--- config.mk ---
export PLATFORM = sky130hd
export DESIGN_NAME = xg_mem_arbiter
export DESIGN_NICKNAME = d
export VERILOG_FILES = /design/src/rtl/xg_mem_arbiter.sv
export SDC_FILE = /design/constraint.sdc
export NUM_CORES = 1
export LEC_CHECK = 0
export BUFFER_PORTS_ARGS = -buffer_cell sky130_fd_sc_hd__buf_2
export CORE_ASPECT_RATIO = 1.25
export CORE_MARGIN = 2
export CORE_UTILIZATION = 30
export DETAILED_ROUTE_END_ITERATION = 10
export MAX_ROUTING_LAYER = met4
export PLACE_DENSITY = 0.65
export SLEW_MARGIN = 10
export SYNTH_ARGS = -nofsm -noshare
export SYNTH_HDL_FRONTEND = slang
export SYNTH_SLANG_ARGS = --single-unit
--- constraint.sdc ---
create_clock -name clk -period 1.6 [get_ports clk]
set_input_delay 0.08 -clock clk [delete_from_list [all_inputs] [get_ports clk]]
set_output_delay 0.08 -clock clk [all_outputs]
set_load 0.05 [all_outputs]
--- src/rtl/xg_mem_arbiter.sv ---
// Arbitrates one single-port memory between instruction-fetch (I) and data (D) requesters,
// with D priority, a fetch starvation guard and a watchdog for memories that never acknowledge.
module xg_mem_arbiter #(
   parameter int ADDR_W       = 32,
   parameter int DATA_W       = 32,
   parameter int STARVE_LIMIT = 4,
   parameter int TIMEOUT      = 16
) (
   input  logic                clk,
   input  logic                rstn,
   // fetch port
   input  logic                i_req,
   input  logic [ADDR_W-1:0]   i_addr,
   output logic [DATA_W-1:0]   i_rdata,
   output logic                i_ack,
   output logic                i_err,
   output logic                i_stall,
   // data port
   input  logic                d_req,
   input  logic                d_we,
   input  logic [ADDR_W-1:0]   d_addr,
   input  logic [DATA_W-1:0]   d_wdata,
   input  logic [DATA_W/8-1:0] d_wmask,
   output logic [DATA_W-1:0]   d_rdata,
   output logic                d_ack,
   output logic                d_err,
   output logic                d_stall,
   // memory port
   output logic                mem_req,
   output logic                mem_we,
   output logic [ADDR_W-1:0]   mem_addr,
   output logic [DATA_W-1:0]   mem_wdata,
   output logic [DATA_W/8-1:0] mem_wmask,
   input  logic [DATA_W-1:0]   mem_rdata,
   input  logic                mem_ack,
   output logic                busy
);

   localparam logic [3:0] STARVE_MAX = 4'(STARVE_LIMIT);
   localparam logic [7:0] TCNT_LAST  = 8'(TIMEOUT - 1);

   typedef enum logic [1:0] {IDLE, BUSY, RESP} state_t;

   state_t     state, state_nxt;
   logic       gnt_d;
   logic [3:0] starve_cnt;
   logic [7:0] tcnt;
   logic       pick_d, pick_i, take;
   logic       done_ok, done_to;

   // D wins unless fetch has already been passed over STARVE_LIMIT times in a row
   always_comb begin
      pick_d  = d_req & ~(i_req & (starve_cnt == STARVE_MAX));
      pick_i  = i_req & ~pick_d;
      take    = (state == IDLE) & (i_req | d_req);
      done_ok = (state == BUSY) & mem_ack;
      done_to = (state == BUSY) & ~mem_ack & (tcnt == TCNT_LAST);
   end

   always_ff @(posedge clk or negedge rstn) begin
      if (!rstn) state <= IDLE;
      else       state <= state_nxt;
   end

   always_comb begin
      state_nxt = state;
      case (state)
         IDLE:    if (take) state_nxt = BUSY;
         BUSY:    if (done_ok || done_to) state_nxt = RESP;
         RESP:    state_nxt = IDLE;
         default: state_nxt = IDLE;
      endcase
   end

   // Request capture: the granted port is copied onto the memory bus for the whole access
   always_ff @(posedge clk or negedge rstn) begin
      if (!rstn) begin
         gnt_d      <= 1'b0;
         mem_req    <= 1'b0;
         mem_we     <= 1'b0;
         mem_addr   <= '0;
         mem_wdata  <= '0;
         mem_wmask  <= '0;
         starve_cnt <= '0;
      end else if (take) begin
         gnt_d     <= pick_d;
         mem_req   <= 1'b1;
         mem_we    <= pick_d & d_we;
         mem_addr  <= pick_d ? d_addr  : i_addr;
         mem_wdata <= pick_d ? d_wdata : '0;
         mem_wmask <= pick_d ? d_wmask : '0;
         if (pick_i || !i_req) starve_cnt <= '0;
         else                  starve_cnt <= starve_cnt + 4'd1;
      end else if (done_ok || done_to) begin
         mem_req <= 1'b0;
      end
   end

   always_ff @(posedge clk or negedge rstn) begin
      if (!rstn)                  tcnt <= '0;
      else if (take)              tcnt <= '0;
      else if (state == BUSY && !mem_ack && tcnt != TCNT_LAST) tcnt <= tcnt + 8'd1;
   end

   // Response capture: rdata/err are held until that port's next completion
   always_ff @(posedge clk or negedge rstn) begin
      if (!rstn) begin
         i_rdata <= '0;
         i_err   <= 1'b0;
         i_ack   <= 1'b0;
         d_rdata <= '0;
         d_err   <= 1'b0;
         d_ack   <= 1'b0;
      end else begin
         i_ack <= 1'b0;
         d_ack <= 1'b0;
         if (done_ok || done_to) begin
            if (gnt_d) begin
               d_rdata <= done_ok ? mem_rdata : '0;
               d_err   <= done_to;
               d_ack   <= 1'b1;
            end else begin
               i_rdata <= done_ok ? mem_rdata : '0;
               i_err   <= done_to;
               i_ack   <= 1'b1;
            end
         end
      end
   end

   assign i_stall = i_req & ~i_ack;
   assign d_stall = d_req & ~d_ack;
   assign busy    = (state != IDLE);

endmodule
# Word-level counts from Yosys, hierarchy flattened
# Index checks and enable logic that the tools add are counted.
# classes
n_reduce_logical	13
n_eq_ne	6
bitwise	17
n_mux	16
add_sub_neg	2
# op_table
op	count
two-way mux 32 bit	3
two-way mux 8 bit	2
bitwise AND 1 bit	10
adder 8 x 1 -> 8 bit, second input constant	1
equality test 8 x 4 -> 1 bit, second input constant	1
two-way mux 4 bit	2
inequality test 8 x 4 -> 1 bit, second input constant	1
two-way mux 1 bit	6
inverter 1 bit	6
AND reduction 2 bit	3
nonzero test 2 bit	3
adder 4 x 1 -> 4 bit, second input constant	1
equality test 4 x 3 -> 1 bit, second input constant	1
two-way mux 2 bit	2
case mux 2 bit (2 select lines)	1
equality test 2 x 1 -> 1 bit, second input constant	1
logical AND 1 bit	2
zero test 1 bit	2
zero test 2 bit	1
logical OR 1 bit	2
inequality test 2 x 1 -> 1 bit, second input constant	1
inequality test 2 bit, second input constant	1
OR 1 bit	1
# word_totals
word_cells	69
regBits	153
output_inout_bits	141

# Depth between registers and ports, before layout
# Gate-level depths: netlist of run 1.
# logic_depth
ltp_word	8
mapped_depth	7
mapped_depth_nobuf	5

# Worst setup path before layout of run 1
# No wires, ideal clock.
# synth_timing
path_type	register to register
start	register state[0]
end	register mem_addr[23]
setup_slack_ns	-0.182
stages_incl_launch_ff	7
setup_time_ns	0.138
arrival_ns	1.644
n_path_buf	2
path_cell_list	dfrtp_1 > nor2_1 > inv_1 > clkbuf_1 > clkbuf_1 > o21ai_0 > o211ai_1
# synth_between
elab_chain_cells	2
# synth_lines
item	line_no	rtl
start: declaration	44	state_t state, state_nxt;
start signal: assignment	62	else state <= state_nxt;
zero test 2 bit	55	take = (state == IDLE) & (i_req | d_req);
bitwise AND 1 bit	55	
end signal: assignment	89	mem_addr <= pick_d ? d_addr : i_addr;
end: declaration	31	output logic [ADDR_W-1:0] mem_addr,
# Every way passes these cells.
# A chain may end at the register's enable or synchronous reset.

# Worst setup path after layout of run 1
# layout_timing
start	register state[1]
end	register tcnt[7]
# layout_between
elab_chain_cells	4
elab_cells_between_ends	7
classes_between	eq/ne (1); mux (1); bitwise (1); reduce/logical (4)
# layout_lines
item	line_no	rtl
equality test 2 x 1 -> 1 bit	102	else if (state == BUSY && !mem_ack && tcnt != TCNT_LAST) tcnt <= tcnt + 8'd1;
logical AND 1 bit (2 in series)	102	
nonzero test 2 bit (no line)	-	
end signal: assignment	102	
end: declaration	47	logic [7:0] tcnt;
# Several ways; a longest one is shown, not always the timed one.

==> results of run 1 <==
[placed cells by master (no fill, tap or decap), types with 3 or more instances in the layout]
cell type	n
o211ai_1	32
o2bb2ai_1	3
buf_4	28
o21ai_1	22
a211oi_1	3
buf_6	8
o21ai_0	84
nand3_1	34
a22o_1	37
clkbuf_16	24
clkinv_2	3
inv_1	7
inv_6	3
dfrtp_1	150
a21oi_1	33
dlygate4sd3_1	134
buf_12	13
a22oi_1	32
buf_16	3
nor2b_1	34
clkinv_4	3
dfrtp_2	3
nand2_1	71
buf_2	276
nand4_1	34
mux2i_1	4
[critical path: cells and delay by family (launching register included)]
family,cells,cell delay [ps]
simple gates,2,900
buf+inv,1,130
compound gates,1,140
flops,1,440
[power breakdown]
group	leakage [nW]	internal (mW)	switching [mW]	total [mW]
sequential	1.77	5.56	1.09	6.65
combinational	3.16	4.41	9.67	14.1
clock	0.284	2.36	1.71	4.07
[registers in the layout, summed over array words and instances, names as in the netlist, 2 cells and up]
signal / flops
d_rdata: 32
i_rdata: 32
mem_addr: 32
mem_wdata: 32
mem_wmask: 4
starve_cnt: 4
state: 2
tcnt: 8
[Yosys cell counts, types with 4 or more instances]
master    instances
nand4_1          34
nand3_1          34
a22oi_1          32
buf_6             5
nor2b_1          34
buf_1             4
clkbuf_1         53
inv_1             8
a22o_1           37
o21ai_0          97
dfrtp_1         153
o211ai_1         32
a21oi_1          35
mux2i_1           4
o21ai_1          10
nor2_1            4
buf_2             4
nand2_1          72
[what timing repair did]
action	in CTS	in global routing
hold endpoints to repair	275	0
endpoints found under the setup margin	93	149
hold buffers	134	0
cloned	1	8
pin swaps	3	9
resized for setup	10	46
buffers inserted	5	6
[path summary, 6_finish.rpt]
check                              from            end  slack (ps)  cells past startpoint
max                            state[1]        tcnt[7]         -80                      4
min                               i_req  starve_cnt[3]          90                      3
max reg2reg                    state[1]        tcnt[7]         -80                      4
min reg2reg                mem_wdata[0]   mem_wdata[0]         490                      1
max in group asynchronous          rstn  mem_wdata[29]         850                      3
min in group asynchronous          rstn    i_rdata[19]         160                      2
[layout make-up]
| class | count | share of cell area [%] |
|---|---|---|
| flip-flops and latches | 153 | 34.1 |
| repair buffers | 470 | 31.6 |
| multi-input cells | 463 | 25.5 |
| clock buffers | 19 | 3.94 |
| well taps | 288 | 3.21 |
| clock inverters | 13 | 1.27 |
| inverters | 8 | 0.334 |
| repair inverters | 1 | 0.0556 |
[routing by layer]
metal	vias up	track usage (%)	wire, um
met2	307	30.5	12000
li1	3391	-	-
met5	-	-	0
met3	57	3.37	1270
met1	3566	24.2	10000
met4	0	7.38	654
[logic make-up after synthesis]
| logic type | count (synthesis) | synth area share [%] |
|---|---|---|
| AO/OA/AOI/OAI | 256 | 23.4 |
| adder cells (fa/ha/maj) | 3 | 0.544 |
| buffers and inverters | 76 | 4.78 |
| flip-flops | 153 | 55.4 |
| multiplexers | 4 | 0.580 |
| AND/OR/NAND/NOR | 200 | 15.2 |
==> results.yml, run 1 <==
status:
  status: "complete, but fails checks"
  violations: "negative setup slack"
synth:
  ys_types: 46
  synthesis.area_um2: 6910
  synthArstFlopShare_pct: 100
  synth_flop_cell: "dfrtp_1"
  syn_area_per_cell_um2: 9.98
  synth_cells: 692
  yosys.area.top_type: "dfrtp_1"
  ys_warn_count: 0
  ys_seq_area_share_pct: 55.4
  synth-seq-cells: 153
  synth_top_area_share_pct: 55.4
  yosys-top-cells-area: "dfrtp_1, o21ai_0, a22o_1"
  synth-edff-count: 0
  syn_nets: 833
sta:
  whs_ps: 86.2
  fin_ws_ps: -83.8
  fin_tns_setup_ps: -3850
  finalHoldViolCount: 0
  drv_slew: 0
  period_share_pct: 105
  tightestPinTransition_ps: 438
  finalClockSkew_ps: 16.7
  setup_viol_count_final: 67
  timing.final.crit_period_ps: 1680
  max_clock_freq_ghz: 0.594
  max_slew_margin_pct: 70.7
  grt_setup_unrepaired: "true"
flow_run:
  cap_violations: 0
routing:
  wl_um: 24000
  drt_iter0_drc: 475
  via_per_inst: 5.17
  vias: 7321
  wire_per_inst_um: 17.0
  dr.pass1.iters: 5
  drtAntennaViolNets: 0
  drc: 0
global_routing:
  grt_pass1_vias: 7258
  antenna_found_initial: 1
  grt_max_degree: 56
  track_usage_pct: 19.1
  grt_pass1_wl_um: 36900
  overflow: 0
setup_path:
  slowest_delay_ps: 520
  start_kind: "flip-flop"
  cp.arrival_ps: 2020
  endpoint_kind: "flip-flop"
  crit_type: "flip-flop to flip-flop"
  cp_slowest_cell: "or4_4"
  crit_fanout: 4
  path_cells: "buf_6 -> or3b_4 -> or4_4 -> a21oi_2"
  crit_required_ps: 1940
clocking:
  cts_tree: "done"
  clock_sinks: 153
  cts-root-buf: "clkbuf_16"
  cts_buffer_depth: 2
  clock_latency_ps: 420
  path_clk_slew_ps: 70
  htreeDepth: 4
  numCtsBuffers: 17
pwr:
  power-per-cell-area_nw_per_um2: 2210
  ir_drop_mv: 1.41
  p_leak_nw: 5.21
  finalPower_mw: 24.8
layout:
  final_cell_area_um2: 11200
  multi_input_area_um2: 2860
  instances_no_fill: 1415
  drive_gt1_share_pct: 34.8
  final_nets: 1255
  syn2layout_area_growth_pct: 62.8
  final_util_pct: 49.3
  diodes: 0
  fillers: 2046
  seq_area_um2: 3830
place:
  port_buffers: 278
  gp_congestion: 0.793
  placed_cells: 1230
  preCtsSetupSlack_ps: -78.7
  placed_area_um2: 8840
  dp_hpwl_um: 13500
floorplan:
  rows: 62
  start_util_pct: 30.3
  fp.dieW_um: 140
  die_h_um: 174
  die-area_um2: 24300
  core_area_um2: 22800
  io_pins: 279
min_path:
  hold_class: "primary input to flip-flop"
Power figures use the tool's default switching activity.
==> run 2, diff against run 1 <==
--- a/config.mk
+++ b/config.mk
@@ -12,6 +12,7 @@
 export DETAILED_ROUTE_END_ITERATION = 10
 export MAX_ROUTING_LAYER = met4
 export PLACE_DENSITY = 0.65
+export RECOVER_POWER = 50
 export SLEW_MARGIN = 10
 export SYNTH_ARGS = -nofsm -noshare
 export SYNTH_HDL_FRONTEND = slang
==> run 2 against run 1 <==
Against the previous run:
- the run still ends with negative setup slack left
- register-to-register slack about the same
- power decreased by 0.43%
- first-iteration DRC count fell by 0.63%
- via count down 0.34%
- design area is 0.66% lower
- clock-buffer cell count unchanged
- flip-flop and latch count is the same
- routed wire length is 0.20% higher
- critical endpoint unchanged
==> results.yml, run 2 (synthesized netlist as in run 1, its figures left out) <==
status:
  status: "complete, but fails checks"
  violations: "negative setup slack"
clocking:
  numCtsBuffers: 17
  cts_tree: "done"
  clock_latency_ps: 420
  htreeDepth: 4
  clock_sinks: 153
  cts-root-buf: "clkbuf_16"
  path_clk_slew_ps: 70
  cts_buffer_depth: 2
sta:
  timing.final.crit_period_ps: 1690
  finalClockSkew_ps: 16.7
  finalHoldViolCount: 0
  drv_slew: 0
  setup_viol_count_final: 67
  tightestPinTransition_ps: 1120
  fin_tns_setup_ps: -3720
  period_share_pct: 105
  max_slew_margin_pct: 25.3
  max_clock_freq_ghz: 0.593
  grt_setup_unrepaired: "true"
  fin_ws_ps: -85.2
layout:
  multi_input_area_um2: 2860
  final_cell_area_um2: 11200
  seq_area_um2: 3830
  layout_commonest_cell: "buf_2"
  fillers: 2080
  final_util_pct: 49.0
  diodes: 0
  syn2layout_area_growth_pct: 61.7
  final_nets: 1255
  drive_gt1_share_pct: 32.0
  final_cell_mix: "buf_2, dfrtp_1, dlygate4sd3_1"
  instances_no_fill: 1415
place:
  placed_area_um2: 8840
  dp_hpwl_um: 13500
  preCtsSetupSlack_ps: -78.7
  gp_congestion: 0.793
  port_buffers: 278
  placed_cells: 1230
setup_path:
  timing.rr.start: "state[1]"
  crit_fanout: 4
  slowest_delay_ps: 520
  crit_type: "flip-flop to flip-flop"
  startpoint: "state[1]"
  path_cells: "buf_6 -> or3b_4 -> or4_4 -> a21oi_2"
  endpoint_kind: "flip-flop"
  cp_slowest_cell: "or4_4"
  start_kind: "flip-flop"
  crit_required_ps: 1940
  cp.arrival_ps: 2020
min_path:
  hold_class: "primary input to flip-flop"
  min_from: "i_req"
global_routing:
  met1_usage_pct: 24.2
  track_usage_pct: 19.1
  grt_use_met3_pct: 3.37
  grt_pass1_wl_um: 36900
  gr-max-usage-layer: "met2"
  grt_pass1_vias: 7258
  overflow: 0
  antenna_found_initial: 1
  grt.met2_usage_pct: 30.5
  grt_max_degree: 56
routing:
  dr.pass1.iters: 4
  vias: 7296
  via_per_inst: 5.16
  wire_per_inst_um: 17.0
  drc: 0
  drt_iter0_drc: 472
  wl_um: 24100
  drtAntennaViolNets: 0
floorplan:
  die_h_um: 174
  core_area_um2: 22800
  fp.dieW_um: 140
  io_pins: 279
  die-area_um2: 24300
  start_util_pct: 30.3
  rows: 62
pwr:
  power-per-cell-area_nw_per_um2: 2210
  ir_drop_mv: 1.41
  p_leak_nw: 5.09
flow_run:
  cap_violations: 0
==> run 2: cell types whose count changed in the layout (fill, tap and decap cells not counted), sizes merged <==
cell,previous run,this run
buf,329,296
clkbuf,26,59
==> run 2: report_power, final <==
part           internal, mW  total [mW]  switching (mW)
Combinational          4.29        14.0            9.68
Clock                  2.36        4.07            1.71
Sequential             5.56        6.66            1.10
==> run 2: per-layer routing <==
metal / vias up / routed length [um]
li1: 3390 / -
met1: 3536 / 10100
met2: 311 / 12000
met3: 59 / 1270
met4: 0 / 644
met5: - / 0
==> run 2: repair_timing <==
action                                 4_1_cts  5_1_grt
setup buffers                                5        6
hold buffers                               134        0
cloned                                       1        8
pin swaps                                    3        9
setup endpoints to repair                   93      149
endpoints found under the hold margin      275        0
gates resized for setup                     10       46
==> run 2: critical path: cells and delay by family (launching register included) <==
family | cells | cell delay, ps
AND/OR/NAND/NOR | 2 | 900
flip-flops | 1 | 440
AO/OA/AOI/OAI | 1 | 140
buffers and inverters | 1 | 130
==> run 2: per-stage QoR <==
stage                     total power, mW  hold WS (ps)
after floorplan                      16.0          -216
after global placement               19.3          41.3
after detailed placement             19.5          41.8
after CTS                            24.0          76.7
after global routing                 26.1           105
final                                24.7          88.2
==> run 2: layout make-up <==
| type | count | share of cell area (%) |
|---|---|---|
| clock inverter | 13 | 1.28 |
| clock buffer | 19 | 3.97 |
| timing repair buffer | 470 | 31.2 |
| sequential | 153 | 34.3 |
| tap | 288 | 3.23 |
| inverter | 8 | 0.336 |
| timing repair inverter | 1 | 0.0560 |
| multi-input combinational | 463 | 25.6 |
==> run 2: path summary, 6_finish.rpt <==
check | to | slack [ps] | cells past startpoint
worst max-delay path | tcnt[7] | -90 | 4
worst min-delay path | starve_cnt[3] | 90 | 3
worst max register to register | tcnt[7] | -90 | 4
worst min register to register | mem_wdata[0] | 490 | 1
max in group asynchronous | mem_wdata[24] | 200 | 3
min in group asynchronous | d_rdata[19] | 410 | 2
==> run 3, diff against run 2 <==
--- a/config.mk
+++ b/config.mk
@@ -5,7 +5,7 @@
 export SDC_FILE = /design/constraint.sdc
 export NUM_CORES = 1
 export LEC_CHECK = 0
-export BUFFER_PORTS_ARGS = -buffer_cell sky130_fd_sc_hd__buf_2
+export BUFFER_PORTS_ARGS = -buffer_cell sky130_fd_sc_hd__clkbuf_2
 export CORE_ASPECT_RATIO = 1.25
 export CORE_MARGIN = 2
 export CORE_UTILIZATION = 30
==> run 3 against run 2 <==
Against the previous run:
- cell count up 0.35%
- critical path type unchanged
- routed wire length is 1.2% lower
- power increased by 1.3%
- clock-buffer cell count unchanged
- design area increased by 0.87%
- first-iteration DRC count decreased by 0.85%
- critical endpoint is now mem_wdata[21]
- non-clock buffer count increased by 6
- setup slack worse by 4.1 ps
- the flow still finishes with violations (negative setup slack)
- utilization up 0.43 points
- sequential power is 1% higher
- critical path depth rose by 2
==> results.yml, run 3 (synthesized netlist as in run 1, its figures left out) <==
status:
  status: "complete, but fails checks"
  violations: "negative setup slack"
sta:
  timing.final.crit_period_ps: 1690
  tightestPinTransition_ps: 988
  fin_ws_ps: -89.3
  drv_slew: 0
  max_clock_freq_ghz: 0.592
  finalClockSkew_ps: 13.3
  max_slew_margin_pct: 34.2
  grt_setup_unrepaired: "true"
  setup_viol_count_final: 110
  finalHoldViolCount: 0
  period_share_pct: 106
place:
  placed_area_um2: 8840
  gp_congestion: 0.763
  port_buffers: 278
  preCtsSetupSlack_ps: -89.6
  dp_hpwl_um: 13500
  placed_cells: 1229
pwr:
  ir_drop_mv: 1.37
  power-per-cell-area_nw_per_um2: 2220
  p_leak_nw: 5.27
clocking:
  clock_latency_ps: 420
  cts_buffer_depth: 2
  htreeDepth: 4
  cts-root-buf: "clkbuf_16"
  path_clk_slew_ps: 60
  cts_tree: "done"
  numCtsBuffers: 17
  clock_sinks: 153
routing:
  vias: 7302
  wire_per_inst_um: 16.7
  via_per_inst: 5.14
  drt_iter0_drc: 468
  drtAntennaViolNets: 0
  wl_um: 23800
  drc: 0
  dr.pass1.iters: 5
layout:
  layout_commonest_cell: "clkbuf_2"
  final_cell_mix: "clkbuf_2, dfrtp_1, dlygate4sd3_1"
  fillers: 2057
  final_nets: 1260
  instances_no_fill: 1420
  drive_gt1_share_pct: 34.0
  final_cell_area_um2: 11300
  multi_input_area_um2: 2830
  diodes: 0
  syn2layout_area_growth_pct: 63.1
  seq_area_um2: 3830
global_routing:
  antenna_found_initial: 0
  grt_max_degree: 56
  grt_pass1_vias: 7128
  overflow: 0
  track_usage_pct: 18.7
  grt_pass1_wl_um: 36500
floorplan:
  die-area_um2: 24300
  core_area_um2: 22800
  die_h_um: 174
  fp.dieW_um: 140
  io_pins: 279
  rows: 62
  start_util_pct: 30.3
setup_path:
  crit_fanout: 8
  cpLargestDelayFamily: "simple AND/OR/NAND/NOR gates"
  cp.arrival_ps: 1980
  cp_slowest_cell: "dfrtp_1"
  slowest_delay_ps: 410
  crit_type: "flip-flop to flip-flop"
  path_cells: "inv_2 -> ha_4 -> nand4b_1 -> and3_4 -> clkbuf_16 -> a22o_1"
  endpoint_kind: "flip-flop"
  start_kind: "flip-flop"
  crit_required_ps: 1900
  timing.critical_path.buf_inv: 2
flow_run:
  cap_violations: 0
min_path:
  hold_class: "primary input to flip-flop"
==> run 3: cell count changes in the layout (fill, tap and decap cells not counted), moves of 3 or more <==
cell | previous run | this run
buf_2 | 245 | 0
buf_4 | 27 | 30
clkbuf_2 | 2 | 271
clkbuf_1 | 32 | 7
o21ai_0 | 84 | 46
buf_6 | 10 | 13
o21ai_1 | 22 | 61
buf_12 | 10 | 13
==> run 3: final timing paths <==
check / from / end / slack (ps) / cells past startpoint
setup / recovery: starve_cnt[1] / mem_wdata[21] / -90 / 6
hold / removal: i_req / starve_cnt[3] / 150 / 3
max in group asynchronous: rstn / state[0] / 310 / 3
setup reg to reg: starve_cnt[1] / mem_wdata[21] / -90 / 6
min in group asynchronous: rstn / d_rdata[19] / 360 / 2
hold reg to reg: mem_wdata[0] / mem_wdata[0] / 490 / 1
==> run 3: where the power goes <==
group | switching (mW) | internal [mW]
sequential | 1.17 | 5.56
clock | 1.67 | 2.67
combinational | 9.67 | 4.27
total | 12.5 | 12.5
==> run 3: final cells by class <==
class	instances	share of cell area (%)
timing repair buffer	476	31.8
tap	288	3.20
multi-input combinational	463	25.1
inverter	8	0.289
sequential	153	34.0
clock buffer	19	3.93
clock inverter	13	1.71
==> run 3: tightest hold or removal path, stage by stage <==
cell and delay [ps]:
clkbuf_2 160, nand4_1 200, o2bb2ai_1 80
==> run 3: stage by stage <==
| stage | util, % | hold WS, ps | TNS [ps] | power, mW |
|---|---|---|---|---|
| after floorplan | - | -216 | -477 | 16.0 |
| after global placement | 38.8 | 22.0 | -1900 | 19.3 |
| after detailed placement | 38.8 | 20.6 | -3990 | 19.5 |
| after CTS | 47.7 | 86.6 | -3620 | 24.3 |
| after global routing | 49.4 | 153 | -13890 | 26.5 |
| final | 49.4 | 146 | -4300 | 25.0 |
==> run 3: repair_timing <==
action / in CTS / in global routing
endpoints found under the hold margin: 286 / 0
setup buffers: 3 / 10
pin swaps: 2 / 67
gates resized for setup: 22 / 60
hold buffers: 134 / 0
gates cloned: 1 / 11
endpoints found under the setup margin: 72 / 149
==> run 3: per-layer routing <==
metal	up-vias	part of all wire (%)	wire length, um	global-route usage (%)
li1	3401	-	-	-
met1	3510	41	9700	23.5
met2	329	50	12000	29.8
met3	62	5.9	1410	3.51
met4	0	2.9	690	7.79
met5	-	0	0	-
